[src/rtl/ram_march_bist.sv]
// March BIST initiator/checker: w(P) asc, r(P)w(~P) asc, r(~P) desc, then RD_LAT drain; busy 4*DEPTH+RD_LAT cycles.
// No backpressure: strobes issue every cycle while busy. Optional first-fail log under RAM_BIST_FAIL_LOG_EN.
module ram_march_bist #(
   parameter int DATA_WIDTH = 8,
   parameter int ADDR_WIDTH = 10,
   parameter int DEPTH      = 1024,
   parameter int RD_LAT     = 1
) (
   input  logic                  clk,
   input  logic                  rst_n,
   input  logic                  start,
   input  logic [DATA_WIDTH-1:0] pattern,
   output logic                  busy,
   output logic                  done,
   output logic                  pass,
   output logic [ADDR_WIDTH+1:0] fail_count,
   output logic [ADDR_WIDTH-1:0] first_fail_addr,
   output logic [DATA_WIDTH-1:0] first_fail_data,
   output logic [ADDR_WIDTH-1:0] write_addr,
   output logic [ADDR_WIDTH-1:0] read_addr,
   output logic                  write_enable,
   output logic                  read_enable,
   output logic [DATA_WIDTH-1:0] data_in,
   input  logic [DATA_WIDTH-1:0] data_out
);

   typedef enum logic [2:0] {
      S_IDLE, S_M0_W_ASC, S_M1_RW_ASC, S_M2_R_DESC, S_DRAIN, S_DONE
   } state_t;

   localparam logic [ADDR_WIDTH-1:0] LAST_ADDR  = ADDR_WIDTH'(DEPTH - 1);
   localparam logic [2:0]            DRAIN_INIT = 3'((RD_LAT > 0) ? (RD_LAT - 1) : 0);

   state_t                  state_q, state_d;
   logic [ADDR_WIDTH-1:0]   addr_q, addr_d;
   logic                    phase_q, phase_d;
   logic [2:0]              drain_q, drain_d;
   logic [DATA_WIDTH-1:0]   pat_q;
   logic [ADDR_WIDTH+1:0]   fail_count_q;
   logic [ADDR_WIDTH-1:0]   wa_q, ra_q;
   logic [DATA_WIDTH-1:0]   di_q;
   logic                    accept;
   logic                    we, re;
   logic [DATA_WIDTH-1:0]   wdat, rexp;
   logic                    cmp_vld;
   logic [DATA_WIDTH-1:0]   cmp_exp;
   logic                    mismatch;

   assign accept = start && ((state_q == S_IDLE) || (state_q == S_DONE));

   always_ff @(posedge clk or negedge rst_n) begin
      if (!rst_n) begin
         state_q <= S_IDLE;
         addr_q  <= '0;
         phase_q <= 1'b0;
         drain_q <= '0;
         pat_q   <= '0;
      end else begin
         state_q <= state_d;
         addr_q  <= addr_d;
         phase_q <= phase_d;
         drain_q <= drain_d;
         if (accept) pat_q <= pattern;
      end
   end

   always_comb begin
      state_d = state_q;
      addr_d  = addr_q;
      phase_d = phase_q;
      drain_d = drain_q;
      we      = 1'b0;
      re      = 1'b0;
      wdat    = '0;
      rexp    = '0;
      case (state_q)
         S_IDLE, S_DONE: begin
            if (accept) begin
               state_d = S_M0_W_ASC;
               addr_d  = '0;
               phase_d = 1'b0;
            end
         end
         S_M0_W_ASC: begin
            we   = 1'b1;
            wdat = pat_q;
            if (addr_q == LAST_ADDR) begin
               state_d = S_M1_RW_ASC;
               addr_d  = '0;
            end else begin
               addr_d = addr_q + 1'b1;
            end
         end
         S_M1_RW_ASC: begin
            // Read then write the same address on alternate cycles.
            if (!phase_q) begin
               re      = 1'b1;
               rexp    = pat_q;
               phase_d = 1'b1;
            end else begin
               we      = 1'b1;
               wdat    = ~pat_q;
               phase_d = 1'b0;
               if (addr_q == LAST_ADDR) state_d = S_M2_R_DESC;
               else                     addr_d  = addr_q + 1'b1;
            end
         end
         S_M2_R_DESC: begin
            re   = 1'b1;
            rexp = ~pat_q;
            if (addr_q == '0) begin
               state_d = (RD_LAT == 0) ? S_DONE : S_DRAIN;
               drain_d = DRAIN_INIT;
            end else begin
               addr_d = addr_q - 1'b1;
            end
         end
         S_DRAIN: begin
            if (drain_q == '0) state_d = S_DONE;
            else               drain_d = drain_q - 1'b1;
         end
         default: state_d = S_IDLE;
      endcase
   end

   assign write_enable = we;
   assign read_enable  = re;
   assign write_addr   = we ? addr_q : wa_q;
   assign read_addr    = re ? addr_q : ra_q;
   assign data_in      = we ? wdat : di_q;

   always_ff @(posedge clk or negedge rst_n) begin
      if (!rst_n) begin
         wa_q <= '0;
         ra_q <= '0;
         di_q <= '0;
      end else begin
         wa_q <= write_addr;
         ra_q <= read_addr;
         di_q <= data_in;
      end
   end

   assign busy = (state_q == S_M0_W_ASC) || (state_q == S_M1_RW_ASC) ||
                 (state_q == S_M2_R_DESC) || (state_q == S_DRAIN);
   assign done = (state_q == S_DONE);
   assign pass = done && (fail_count_q == '0);
   assign fail_count = fail_count_q;

`ifdef RAM_BIST_FAIL_LOG_EN
   logic [ADDR_WIDTH-1:0] cmp_addr;
`endif

   generate
      if (RD_LAT == 0) begin : g_lat0
         assign cmp_vld = re;
         assign cmp_exp = rexp;
`ifdef RAM_BIST_FAIL_LOG_EN
         assign cmp_addr = addr_q;
`endif
      end else begin : g_pipe
         logic                  pv [RD_LAT];
         logic [DATA_WIDTH-1:0] pe [RD_LAT];
         always_ff @(posedge clk or negedge rst_n) begin
            if (!rst_n) begin
               for (int i = 0; i < RD_LAT; i++) begin
                  pv[i] <= 1'b0;
                  pe[i] <= '0;
               end
            end else begin
               pv[0] <= re;
               pe[0] <= rexp;
               for (int i = 1; i < RD_LAT; i++) begin
                  pv[i] <= pv[i-1];
                  pe[i] <= pe[i-1];
               end
            end
         end
         assign cmp_vld = pv[RD_LAT-1];
         assign cmp_exp = pe[RD_LAT-1];
`ifdef RAM_BIST_FAIL_LOG_EN
         logic [ADDR_WIDTH-1:0] pa [RD_LAT];
         always_ff @(posedge clk or negedge rst_n) begin
            if (!rst_n) begin
               for (int i = 0; i < RD_LAT; i++) pa[i] <= '0;
            end else begin
               pa[0] <= addr_q;
               for (int i = 1; i < RD_LAT; i++) pa[i] <= pa[i-1];
            end
         end
         assign cmp_addr = pa[RD_LAT-1];
`endif
      end
   endgenerate

   assign mismatch = cmp_vld && (data_out != cmp_exp);

   always_ff @(posedge clk or negedge rst_n) begin
      if (!rst_n)                              fail_count_q <= '0;
      else if (accept)                         fail_count_q <= '0;
      else if (mismatch && (fail_count_q != '1)) fail_count_q <= fail_count_q + 1'b1;
   end

`ifdef RAM_BIST_FAIL_LOG_EN
   logic [ADDR_WIDTH-1:0] ffa_q;
   logic [DATA_WIDTH-1:0] ffd_q;
   // A zero count at mismatch time marks the first failure of the run.
   always_ff @(posedge clk or negedge rst_n) begin
      if (!rst_n) begin
         ffa_q <= '0;
         ffd_q <= '0;
      end else if (accept) begin
         ffa_q <= '0;
         ffd_q <= '0;
      end else if (mismatch && (fail_count_q == '0)) begin
         ffa_q <= cmp_addr;
         ffd_q <= data_out;
      end
   end
   assign first_fail_addr = ffa_q;
   assign first_fail_data = ffd_q;
`else
   assign first_fail_addr = '0;
   assign first_fail_data = '0;
`endif

endmodule

[config.mk]
export PLATFORM = sky130hd
export DESIGN_NAME = ram_march_bist
export DESIGN_NICKNAME = d
export VERILOG_FILES = /design/src/rtl/ram_march_bist.sv
export SDC_FILE = /design/constraint.sdc
export NUM_CORES = 1
export LEC_CHECK = 0
export CORE_ASPECT_RATIO = 0.7
export CORE_MARGIN = 2
export CORE_UTILIZATION = 49
export CTS_BUF_LIST = sky130_fd_sc_hd__clkbuf_8
export CTS_CLUSTER_DIAMETER = 200
export DETAILED_ROUTE_END_ITERATION = 12
export GPL_TIMING_DRIVEN = 0
export PLACE_DENSITY_LB_ADDON = 0.25
export RECOVER_POWER = 100
export SYNTH_ARGS = -nofsm -noshare
export SYNTH_HDL_FRONTEND = slang
export SYNTH_SLANG_ARGS = --single-unit
export TNS_END_PERCENT = 20
[constraint.sdc]
create_clock -name clk -period 2.12 [get_ports clk]
set_input_delay 0.424 -clock clk [delete_from_list [all_inputs] [get_ports clk]]
set_output_delay 0.424 -clock clk [all_outputs]
set_load 0.02 [all_outputs]
==> results.json <==
{
  "synth_top_cell_by_area": "dfrtp_1",
  "vias": 3788,
  "violations": "setup timing",
  "drive_above_1_share_pct": 31.68,
  "post_drt_wl_per_cell_um": 16.78,
  "seq_power_share_pct": 43.1,
  "synthTopCellsByArea": "dfrtp_1 (44%), mux2_2 (5.7%), buf_4 (4.9%)",
  "rsz0062_at_grt": "yes",
  "cts_tree": "built",
  "synthesis.area_um2": 4169,
  "area_growth_pct": 33.88,
  "drt_wl_total_um": 10920,
  "leakage_nw": 2.498,
  "syn_avg_cell_area_um2": 9.718,
  "cts_buffer_depth": 2,
  "worstSetupStartpointType": "flop",
  "vdd_drop_max_v": 0.0007037,
  "r2r_cells": 6,
  "min_period_ns": 2.462,
  "worst_slew_pin_slew_ns": 0.7835,
  "cts.clk_slew.worst_paths_ns": 0.08,
  "yosysWarningCount": 0,
  "clkPwrFrac_pct": 28.0,
  "finalHoldViolCount": 0,
  "ctsRootBufferMaster": "clkbuf_8",
  "dpl_cell_area_um2": 5020,
  "swShare_pct": 33.59,
  "antenna_cells": 0,
  "die_h_um": 81.18,
  "synth.distinct_cells": 62,
  "cts.sink_count": 74,
  "drtIter0Drc": 308,
  "p_int_w": 0.002684,
  "crit_type": "reg2out",
  "die_w_um": 114.2,
  "antenna_found_initial": 0,
  "num_rows": 28,
  "viasPerCell": 5.819,
  "power.density_nw_per_um2": 724.0,
  "grt_pass1_vias": 3355,
  "first_pass_iters": 5,
  "ant_nets": 0,
  "slew_violations": 0,
  "htreeDepth": 3,
  "grt_overflow": 0,
  "finalCritPeriodShare_pct": 116.1,
  "synth_ff_type": "dfrtp_1",
  "die_area_um2": 9274,
  "design_area_um2": 5582,
  "timing.slew.headroom_pct": 47.77,
  "crit_path_max_fanout": 9,
  "synth_edf_count": 0,
  "ys_seq_elements": 74,
  "hold_path_depth": 1,
  "cp.required_ns": 1.70,
  "start_util_pct": 49.79,
  "worstSetupEndpointType": "output pin",
  "cap_viol_max_count": 0,
  "hold_path.class": "reg2reg",
  "pwr-share-comb_pct": 28.9,
  "synthCells": 429,
  "ys_seq_area_share_pct": 44.42,
  "async_flop_share_pct": 100.0,
  "drc_errors": 0,
  "finalSetupViolations": 35,
  "io_buffers": 63,
  "skew_ns": 0.007653,
  "synth_top_area_share_pct": 44.42,
  "place_ws_ns": -0.7812,
  "grt_use_total_pct": 24.96,
  "grt_start_max_net_pins": 60,
  "fmax_mhz": 406.1,
  "timing.hold.ws_ns": 0.4914,
  "final_nets": 566,
  "core-area_um2": 8373,
  "cp.arrival_ns": 2.04,
  "status": "finished with violations",
  "ios": 82,
  "grt_pass1_wl_um": 17790,
  "place_congestion": 0.9303,
  "cts_made_buffers": 9,
  "fin_ws_ns": -0.3423,
  "power_switching_w": 0.001358,
  "hpwl_um": 7230,
  "insertion_delay_ns": 0.37
}
==> cells in the mapped netlist, types with 4 or more instances <==
cell	n
nand2_1	49
a31oi_1	4
o22ai_1	4
nand3_1	15
xnor2_1	11
o31ai_1	7
a21oi_1	32
buf_4	27
dfrtp_1	74
inv_1	12
or3_1	6
clkbuf_1	9
nor3_1	5
a211oi_1	12
buf_2	7
and3_1	8
ha_1	6
o21ai_0	18
xor2_1	5
or4_1	7
nor4_1	4
mux2_2	21
nor2_1	15
nand4_1	8
o32ai_1	4
a22o_1	5
==> what timing repair did <==
| item | in CTS | in global routing |
|---|---|---|
| cloned | 2 | 0 |
| gates resized for setup | 218 | 23 |
| buffers inserted | 20 | 0 |
| setup endpoints to repair | 43 | 51 |
| endpoints found under the hold margin | 15 | 0 |
| pin swaps | 7 | 5 |
| hold buffers | 1 | 0 |
==> path summary, 6_finish.rpt <==
check	startpoint	slack [ns]	to
worst min-delay path	drain_q[0]	0.49	drain_q[0]
min in group asynchronous	rst_n	0.64	pat_q[0]
worst min register to register	drain_q[0]	0.49	drain_q[0]
worst max register to register	addr_q[9]	-0.14	addr_q[4]
worst max-delay path	state_q[0]	-0.34	data_in[6]
max in group asynchronous	rst_n	0.20	state_q[1]
==> power groups by stage <==
| stage | Sequential (W) | Combinational [W] | Clock [W] |
|---|---|---|---|
| floorplan | 0.00173 | 0.000701 | 0 |
| global placement | 0.00173 | 0.00105 | 0 |
| detailed placement | 0.00175 | 0.00108 | 0 |
| CTS | 0.00173 | 0.00116 | 0.00115 |
| global route | 0.00177 | 0.00126 | 0.00121 |
| finish | 0.00174 | 0.00117 | 0.00113 |
==> layout by cell type (no fill, tap or decap), drive strengths merged, types with 8 or more instances in the layout <==
cell type and instances:
a211oi 12, a21oi 32, and3 9, buf 90
clkbuf 17, clkdlybuf4s50 29, conb 18, dfrtp 74
inv 14, mux2 21, nand2 49, nand3 17
nand4 8, nor2 18, o21ai 20, xnor2 11
==> worst max-delay path, stage by stage (launching register included) <==
cell,delay [ns]
dfrtp_2,0.43
buf_4,0.13
or3b_4,0.41
buf_12,0.17
a211oi_2,0.26
a21oi_1,0.09
buf_2,0.17
==> flip-flops by register name, indices dropped and copies added (netlist names) <==
name / cells
addr_q: 10
cmp_vld: 1
di_q: 8
drain_q: 3
wa_q: 10
phase_q: 1
state_q: 3
pat_q: 8
fail_count: 12
cmp_exp: 8
ra_q: 10
==> cell families (layout without fill, tap and decap cells) <==
group / count (synthesis) / in the layout / synth area share [%]
AOI/OAI and AO/OA: 108 / 108 / 17.20
muxes: 22 / 22 / 5.912
DFF: 74 / 74 / 44.42
buffers and inverters: 58 / 158 / 8.223
other: 1 / 18 / 0.08995
and+or+nand+nor: 144 / 144 / 19.00
xor gates and xnor gates: 16 / 16 / 3.361
adders and majority gates: 6 / 6 / 1.801
==> layout make-up <==
class | instances | area (um2)
Clock inverter | 7 | 78.83
Tap cell | 105 | 131.4
Clock buffer | 9 | 123.9
Sequential cell | 74 | 1856
Multi-Input combinational cell | 314 | 2253
Buffer | 43 | 337.8
Inverter | 12 | 51.30
Timing Repair Buffer | 87 | 749.5
Fill cell | 684 | 2791
==> layer usage <==
layer  share of wire, %  vias to the layer above  wire length (um)  track usage, %
met5                  0                        -                 0               0
met4                1.7                        0               187           6.585
met3                7.5                       21               821           5.597
met2                 44                      167              4830           36.07
met1                 47                     1847              5082           37.64
li1                   -                     1753                 -               -
==> per-stage QoR <==
stage | instances | setup TNS, ns | power [W] | utilization, %
finish | 651 | -8.538 | 0.004041 | 66.66
floorplan | 446 | 0 | 0.002427 | -
CTS | 651 | -7.646 | 0.004050 | 66.20
global route | 651 | -15.62 | 0.004237 | 66.66
detailed placement | 615 | -22.39 | 0.002826 | 59.95
global placement | 614 | -163.66 | 0.002788 | 59.65
Power figures use the tool's default switching activity.
